===== config.mk =====
export PLATFORM = sky130hd
export DESIGN_NAME = watchdog_reset_req
export DESIGN_NICKNAME = d
export VERILOG_FILES = /design/src/rtl/watchdog_reset_req_pkg.sv /design/src/rtl/watchdog_reset_req_pulse_stretch.sv /design/src/rtl/watchdog_reset_req.sv
export SDC_FILE = /design/constraint.sdc
export NUM_CORES = 1
export LEC_CHECK = 0
export CORE_UTILIZATION = 51
export DETAILED_ROUTE_END_ITERATION = 8
export HOLD_SLACK_MARGIN = 0.06
export PLACE_DENSITY = 0.79
export SYNTH_ARGS = -nofsm -noshare
export SYNTH_HDL_FRONTEND = slang
export SYNTH_HIERARCHICAL = 1
export SYNTH_SLANG_ARGS = --single-unit
export TNS_END_PERCENT = 100

===== constraint.sdc =====
create_clock -name clock -period 3.95 [get_ports clock]
set_input_delay 1.185 -clock clock [delete_from_list [all_inputs] [get_ports clock]]
set_output_delay 1.185 -clock clock [all_outputs]
set_load 0.02 [all_outputs]

===== src/rtl/watchdog_reset_req_pkg.sv =====
`default_nettype none
// ============================================================================
//  Module      : watchdog_reset_req_pkg
//  Description : Shared state encodings and small helpers for the watchdog
//                timer / reset-request block.
//  Revision    : 1.0  initial release
// ============================================================================
package watchdog_reset_req_pkg;

    // Watchdog state encodings. The values are fixed so they stay stable
    // across any debug/status readout that exposes the raw state.
    typedef enum logic [1:0] {
        WDT_IDLE = 2'd0,
        WDT_RUN  = 2'd1,
        WDT_WARN = 2'd2,
        WDT_FIRE = 2'd3
    } wdt_state_t;

    // The timeout counter only runs in RUN and WARN; both share the same
    // disable/kick/decrement handling.
    function automatic logic wdt_is_armed(input wdt_state_t state);
        return (state == WDT_RUN) || (state == WDT_WARN);
    endfunction

endpackage : watchdog_reset_req_pkg
`default_nettype wire


===== src/rtl/watchdog_reset_req_pulse_stretch.sv =====
`default_nettype none
// ============================================================================
//  Module      : pulse_stretch
//  Description : Turns a single-cycle load strobe into a registered pulse that
//                is exactly PULSE cycles long. A strobe arriving while the
//                pulse is already high is ignored, so a running pulse is
//                never shortened or extended. last_o flags the final cycle of
//                the pulse so a controller can leave its waiting state on the
//                same edge the pulse drops.
//  Revision    : 1.0  initial release
// ============================================================================
module pulse_stretch #(
    parameter int PULSE = 8
) (
    input  logic clock,
    input  logic reset_ni,
    input  logic load_i,
    output logic pulse_o,
    output logic last_o
);

    // Remaining-cycle counter wide enough to hold PULSE.
    localparam int              c_PW   = (PULSE < 2) ? 1 : $clog2(PULSE + 1);
    localparam logic [c_PW-1:0] c_LOAD = c_PW'(PULSE - 1);
    localparam logic [c_PW-1:0] c_ONE  = c_PW'(1);

    logic [c_PW-1:0] r_cnt;
    logic            r_pulse;

    // Load on a strobe, then count the pulse down and drop it after PULSE cycles.
    always_ff @(posedge clock) begin
        if (!reset_ni) begin
            r_cnt   <= '0;
            r_pulse <= 1'b0;
        end else if (r_pulse) begin
            if (r_cnt == '0) begin
                r_pulse <= 1'b0;
            end else begin
                r_cnt <= r_cnt - c_ONE;
            end
        end else if (load_i) begin
            r_pulse <= 1'b1;
            r_cnt   <= c_LOAD;
        end
    end

    assign pulse_o = r_pulse;
    assign last_o  = r_pulse && (r_cnt == '0);

endmodule : pulse_stretch
`default_nettype wire


===== src/rtl/watchdog_reset_req.sv =====
`default_nettype none
// ============================================================================
//  Module      : watchdog_reset_req
//  Description : Watchdog timer and reset-request source. A down-counter is
//                reloaded by kicks; if it expires the block raises a
//                fixed-length active-high reset request, sets a sticky
//                timeout flag, and before that gives an early warning for the
//                last WARN cycles. All outputs are driven directly by flops.
//  Revision    : 1.0  initial release
// ============================================================================
module watchdog_reset_req
    import watchdog_reset_req_pkg::*;
#(
    parameter int W       = 16,
    parameter int TIMEOUT = 50000,
    parameter int WARN    = 1000,
    parameter int PULSE   = 8
) (
    input  logic         clock,
    input  logic         reset_ni,
    input  logic         enable_i,
    input  logic         kick_i,
    input  logic         clear_i,
    output logic         warn_o,
    output logic         timeout_o,
    output logic         reset_req_o,
    output logic [W-1:0] count_o
);

    // Reload value gives exactly TIMEOUT edges from reload to FIRE entry,
    // because the edge that sees count==0 is the one that enters FIRE.
    localparam logic [W-1:0] c_RELOAD = W'(TIMEOUT - 1);
    localparam logic [W-1:0] c_WARN   = W'(WARN);
    localparam logic [W-1:0] c_ONE    = W'(1);

    wdt_state_t   r_state;
    logic [W-1:0] r_count;
    logic         r_warn;
    logic         r_timeout;

    logic         w_armed;
    logic         w_fire;
    logic         w_pulse;
    logic         w_pulse_last;
    logic [W-1:0] w_dec;

    assign w_armed = wdt_is_armed(r_state);

    // Expiry: armed, not disabled, not kicked this cycle, and already at 0.
    // A kick at count 0 therefore wins and no request is raised.
    assign w_fire  = w_armed && enable_i && !kick_i && (r_count == '0);

    // Only used when r_count is non-zero, so it never wraps.
    assign w_dec   = r_count - c_ONE;

    // The fixed-length reset request comes from a reusable stretcher; its
    // output flop drives reset_req_o directly.
    pulse_stretch #(
        .PULSE (PULSE)
    ) u_pulse (
        .clock    (clock),
        .reset_ni (reset_ni),
        .load_i   (w_fire),
        .pulse_o  (w_pulse),
        .last_o   (w_pulse_last)
    );

    // Watchdog state machine, timeout counter, warning and sticky flag.
    always_ff @(posedge clock) begin
        if (!reset_ni) begin
            r_state   <= WDT_IDLE;
            r_count   <= '0;
            r_warn    <= 1'b0;
            r_timeout <= 1'b0;
        end else begin
            case (r_state)
                WDT_IDLE: begin
                    r_warn <= 1'b0;
                    if (enable_i) begin
                        r_state <= WDT_RUN;
                        r_count <= c_RELOAD;
                    end
                end

                WDT_RUN, WDT_WARN: begin
                    if (!enable_i) begin
                        r_state <= WDT_IDLE;
                        r_count <= '0;
                        r_warn  <= 1'b0;
                    end else if (kick_i) begin
                        r_state <= WDT_RUN;
                        r_count <= c_RELOAD;
                        r_warn  <= 1'b0;
                    end else if (r_count == '0) begin
                        r_state <= WDT_FIRE;
                        r_warn  <= 1'b0;
                    end else begin
                        r_count <= w_dec;
                        if (w_dec < c_WARN) begin
                            r_state <= WDT_WARN;
                            r_warn  <= 1'b1;
                        end else begin
                            r_state <= WDT_RUN;
                            r_warn  <= 1'b0;
                        end
                    end
                end

                WDT_FIRE: begin
                    // Kicks and enable changes are ignored until the whole
                    // request pulse has been delivered.
                    r_warn  <= 1'b0;
                    r_count <= '0;
                    if (w_pulse_last) begin
                        if (enable_i) begin
                            r_state <= WDT_RUN;
                            r_count <= c_RELOAD;
                        end else begin
                            r_state <= WDT_IDLE;
                        end
                    end
                end

                default: begin
                    r_state <= WDT_IDLE;
                    r_count <= '0;
                    r_warn  <= 1'b0;
                end
            endcase

            // Setting on expiry takes precedence over a coincident clear.
            if (w_fire) begin
                r_timeout <= 1'b1;
            end else if (clear_i) begin
                r_timeout <= 1'b0;
            end
        end
    end

    assign warn_o      = r_warn;
    assign timeout_o   = r_timeout;
    assign reset_req_o = w_pulse;
    assign count_o     = r_count;

endmodule : watchdog_reset_req
`default_nettype wire

==> impl_metrics.toml, run 1 <==
[die]
io_pins = 24
die_x_um = 60.08
start_util_pct = 55.00
core_mm2 = 0.003128
rows = 20
die_h_um = 60.08
die_area_mm2 = 0.003610

[routing]
num_vias = 1602
drc = 0
drt_iter0_drc = 83
avgViaCountPerCell = 5.868
ant_nets = 0
drt-met1-wl_mm = 2.021
drt-total-wl_mm = 3.986
dr_wl_met2_mm = 1.726
dr_wl_met3_um = 185
routed.top_layer = "met4"
wl_per_cell_um = 14.60
first_pass_iters = 4

[synth]
synth.distinct_cells = 57
ys_ff_latch = 25
synth.area.top_cells = "dfxtp_1 (29%), o21ai_0 (5.5%), a21oi_1 (4.1%)"
avgSynthCellArea_um2 = 8.192
synth_nets = 220
synthesis.area_mm2 = 0.001720
yosysTopAreaCell = "dfxtp_1"
yosysTopAreaCellShare_pct = 29.09
yosysWarnings = 6
yosysSeqAreaShare_pct = 29.09
synth_ff_type = "dfxtp_1"
synth_edf_count = 0
async_flop_share_pct = 0
synthCells = 210

[place]
place_area_mm2 = 0.001954
portBuffers = 23
dp_hpwl_mm = 2.933
place_congestion = 0.8872
dp_cells = 269

[worst_setup_path]
worstRegToRegCells = 8
start_kind = "input port"
arrival_ns = 3.26
r2r_end = "u_pulse/r_cnt[3]"
cp.required_ns = 4.23
r2r_slack_ns = 1.05
cp-end-kind = "register"
r2r_start = "count_o[0]"
path_class = "input port to register"
worstPathMaxFanout = 15

[sta]
tightest_slew_ns = 0.5446
grt_setup_unrepaired = "no"
slew_headroom_pct = 63.39
tns_ns = 0
max_freq_mhz = 335.2
min_period_over_period_pct = 75.53
setup_viol = 0
fin_skew_ns = 0.01411
drv_slew = 0
hold_violations = 0
period_minus_slack_ns = 2.983

[finish]
areaGrowthSynthToFinish_pct = 15.35
instances_no_fill = 273
mostFrequentLayoutCells = "dfxtp_1 (25), clkdlybuf4s50_1 (23), o21ai_0 (19)"
final_common_cell = "dfxtp_1"
drive_above_1_share_pct = 7.860
final_cell_area_mm2 = 0.001984
antenna_cells = 0
final_nets = 240

[power]
irDropWorstVdd_mv = 0.1665
powerDensity_mw_per_mm2 = 354.8
p_leak_nw = 0.7442

[clocking]
clock_latency_ns = 0.34
h-tree-depth = 1
cts_inserted_buffers = 3
clock_path_buffers = 2
cts_sinks = 25
cts_tree = "done"
cts_setup_buffers = 0
cts_resized = 0
hold_buffers = 0
cts-root-buf = "clkbuf_4"
clk_pin_slew_worst_paths_ns = 0.16

[grt]
grt_overflow = 0
antenna_found_initial = 0
grt_max_degree = 20
grtUsageTotal_pct = 24.56
first_global_vias = 1391
grt_pass1_wl_mm = 6.672

[min_path]
whs_endpoint = "u_pulse/r_cnt[3]"
hold_depth = 2
min_from = "u_pulse/r_cnt[3]"
hold_path.class = "register to register"

[flow_run]
maxCapViolations = 0

[run_status]
outcome = "complete, no violations"
where the power goes:
part           internal [W]  switching [W]
Combinational      0.000114       0.000154
Sequential         0.000272      0.0000382
Clock             0.0000389      0.0000865
Total              0.000425       0.000279
sequential cells by signal, indices dropped and copies added, names as in the netlist:
| signal | count |
|---|---|
| r_state | 2 |
| warn_o | 1 |
| u_pulse/r_cnt | 4 |
| u_pulse/pulse_o | 1 |
| count_o | 16 |
| timeout_o | 1 |
routing by layer:
| metal | GRT usage [%] | vias up |
|---|---|---|
| met4 | 7.973 | 0 |
| met5 | 0 | - |
| met1 | 36.17 | 724 |
| met3 | 2.814 | 5 |
| li1 | - | 826 |
| met2 | 36.83 | 47 |
how the worst max path moves through the flow:
stage | startpoint | end | slack, ns | cells past startpoint
finish | kick_i | u_pulse/r_cnt[3] | 0.97 | 5
global route | kick_i | u_pulse/r_cnt[3] | 0.81 | 5
CTS | kick_i | u_pulse/r_cnt[3] | 0.98 | 5
detailed placement | kick_i | u_pulse/r_cnt[3] | 0.63 | 5
global placement | kick_i | u_pulse/r_cnt[3] | 0.70 | 5
floorplan | count_o[0] | u_pulse/r_cnt[3] | 1.46 | 9
Yosys cell counts (all sizes together) (5+ instances only):
cell type,n
nand2b,6
nand2,14
nand3,11
nor2,14
a21oi,14
inv,8
nor3,10
or3,5
nor2b,5
dfxtp,25
o21ai,23
ha,5
buf,9
worst max-delay path: stages:
cell             delay [ns]
clkdlybuf4s50_1        0.66
nor4_2                 0.53
nor2_1                 0.17
or4_1                  0.49
a211oi_1               0.22
metrics by stage:
stage	util (%)	hold slack, ns	worst slack, ns	total power [W]
final	63.44	0.4946	0.9666	0.0007041
after global routing	63.44	0.5290	0.8060	0.0007493
after CTS	63.44	0.4988	0.9788	0.0007061
after detailed placement	62.48	0.4806	0.6270	0.0005814
after global placement	62.48	0.4800	0.6988	0.0005782
after floorplan	-	0.4508	1.461	0.0005023
logic make-up after synthesis:
kind of cell / count (synthesis) / synth area share [%]
fa+ha+maj: 5 / 3.636
simple gates: 87 / 32.00
flops: 25 / 29.09
compound gates: 68 / 26.11
buf+inv: 19 / 6.036
xor+xnor: 5 / 2.546
mux: 1 / 0.5818
area by class of cell:
class | instances | area (um2)
clock inverter | 1 | 7.507
fill | 283 | 1144
timing repair buffer | 26 | 252.7
multi-input combinational | 166 | 1116
clock buffer | 3 | 22.52
sequential | 25 | 500.5
inverter | 8 | 30.03
tap | 44 | 55.05
Power figures use the tool's default switching activity.
==> run 2: changes to the inputs <==
Clock period 3.95 ns to 2.8 ns, I/O delays scaled along.
==> run 2 against run 1 <==
- sequential share of layout area fell by 0.62 points
- die area did not move
- clock skew barely moved
- worst setup slack got worse by 0.71 ns
- via count rose by 3.6%
- final cell count rose by 2.6%
- worst hold slack improved by 0.010 ns
- routed wire length rose by 1.3%
- final area rose by 2.5%
- critical path depth rose by 3
- utilization rose by 1.6 points
- sequential cell count did not move
==> impl_metrics.toml, run 2 (synthesized netlist as in run 1, its figures left out) <==
[finish]
n_fill_cell = 287
final_common_cell = "dfxtp_1"
drive_above_1_share_pct = 10.59
multi_input_area_mm2 = 0.001116
final_nets = 247
antenna_cells = 0
instances_no_fill = 280
mostFrequentLayoutCells = "dfxtp_1 (25), clkdlybuf4s50_1 (23), o21ai_0 (19)"
areaGrowthSynthToFinish_pct = 18.25
register_area_um2 = 500.5
largest_reg_flops = 16

[clocking]
clock_path_buffers = 2
cts_sinks = 25
cts_tree = "done"
h-tree-depth = 1
cts_setup_buffers = 0
cts_resized = 0
clock_latency_ns = 0.33
hold_buffers = 0
clk_pin_slew_worst_paths_ns = 0.14
cts-root-buf = "clkbuf_4"
cts_inserted_buffers = 3

[die]
io_pins = 24
rows = 20
core_mm2 = 0.003128
die_x_um = 60.08
start_util_pct = 55.00
die_area_mm2 = 0.003610
die_h_um = 60.08

[worst_setup_path]
critPathBufInv = 1
start_kind = "register"
path_cells = "inv_1, ha_1, nor3b_4, nand4_4, nor4_2, nor2_1, or4_1, a211oi_1"
slowest_stage = "or4_1"
worstPathMaxFanout = 8
path_class = "register to register"
r2r_start = "count_o[0]"
crit_start = "count_o[0]"
slowest_delay_ns = 0.47
cp-end-kind = "register"
cp.required_ns = 3.05
arrival_ns = 2.79
cp_top_family = "simple AND/OR/NAND/NOR gates"

[power]
finalPower_w = 0.001003
power_frac_comb_pct = 39.5
p_int_w = 0.0006092
p_clk_share_pct = 17.2
switching_power_w = 0.0003939
seqPwrFrac_pct = 43.3
irDropWorstVdd_mv = 0.2802
powerDensity_mw_per_mm2 = 493.0
p_leak_nw = 0.7814
swShare_pct = 39.27

[grt]
first_global_vias = 1503
antenna_found_initial = 0
grtUsageTotal_pct = 24.12
grt_pass1_wl_mm = 6.706
grt_max_degree = 18
grt_overflow = 0

[sta]
max_freq_mhz = 393.5
min_period_over_period_pct = 90.76
fin_skew_ns = 0.01364
drv_slew = 0
setup_viol = 0
hold_violations = 0
hold_ws_ns = 0.5050
finalWorstSetupSlack_ns = 0.2586
slew_headroom_pct = 62.02
tightest_slew_ns = 0.5650
period_minus_slack_ns = 2.541
tns_ns = 0
grt_setup_unrepaired = "no"

[routing]
wl_per_cell_um = 14.42
drc = 0
ant_nets = 0
first_pass_iters = 4
num_vias = 1660
avgViaCountPerCell = 5.929
drt-total-wl_mm = 4.037
drt_iter0_drc = 133

[place]
dp_hpwl_mm = 2.949
dp_cells = 276
place_congestion = 0.8772
portBuffers = 23
post-place-ws_ns = 0.07498

[min_path]
hold_path.class = "register to register"
min_from = "u_pulse/r_cnt[3]"

[run_status]
outcome = "complete, no violations"

[flow_run]
maxCapViolations = 0
## run 2: power by group through the flow
stage / logic [W] / registers [W] / clock network [W]
6_report: 0.000396 / 0.000434 / 0.000172
5_1_grt: 0.000438 / 0.000440 / 0.000187
4_1_cts: 0.000394 / 0.000435 / 0.000172
3_5_place_dp: 0.000392 / 0.000443 / 0
3_3_place_gp: 0.000388 / 0.000442 / 0
2_1_floorplan: 0.000259 / 0.000449 / 0
## run 2: path summary, 6_finish.rpt
| path | cells past startpoint | slack, ns | end |
|---|---|---|---|
| hold reg to reg | 2 | 0.50 | u_pulse/r_cnt[3] |
| hold / removal | 2 | 0.50 | u_pulse/r_cnt[3] |
| setup / recovery | 8 | 0.26 | u_pulse/r_cnt[3] |
| setup reg to reg | 8 | 0.26 | u_pulse/r_cnt[3] |
## run 2: metal layers
metal	part of all wire, %	up-vias	wire (um)	global-route usage, %
li1	-	836	-	-
met1	47	763	1906	33.07
met2	46	57	1843	38.89
met3	6.4	4	257	4.762
met4	0.77	0	31	5.316
met5	0	-	0	0
## run 2: cell type report
type	instances	share of cell area, %
clock buffers	3	1.107
clock inverters	1	0.2460
inverters	8	1.476
multi-input cells	166	54.86
flip-flops and latches	25	24.60
well taps	44	2.706
repair buffers	33	15.01
## run 2: stage by stage
step                area (um2)  utilization [%]
global route              2034            65.04
finish                    2034            65.04
global placement          2007            64.16
detailed placement        2007            64.16
CTS                       2034            65.04
floorplan                 1720                -
## run 2: worst register-to-register path, delay by kind of cell (launching register included)
family	cells	cell delay, ns
AOI/OAI and AO/OA	1	0.23
adders and majority gates	1	0.38
buffers and inverters	1	0.10
DFF	1	0.39
and+or+nand+nor	5	1.36
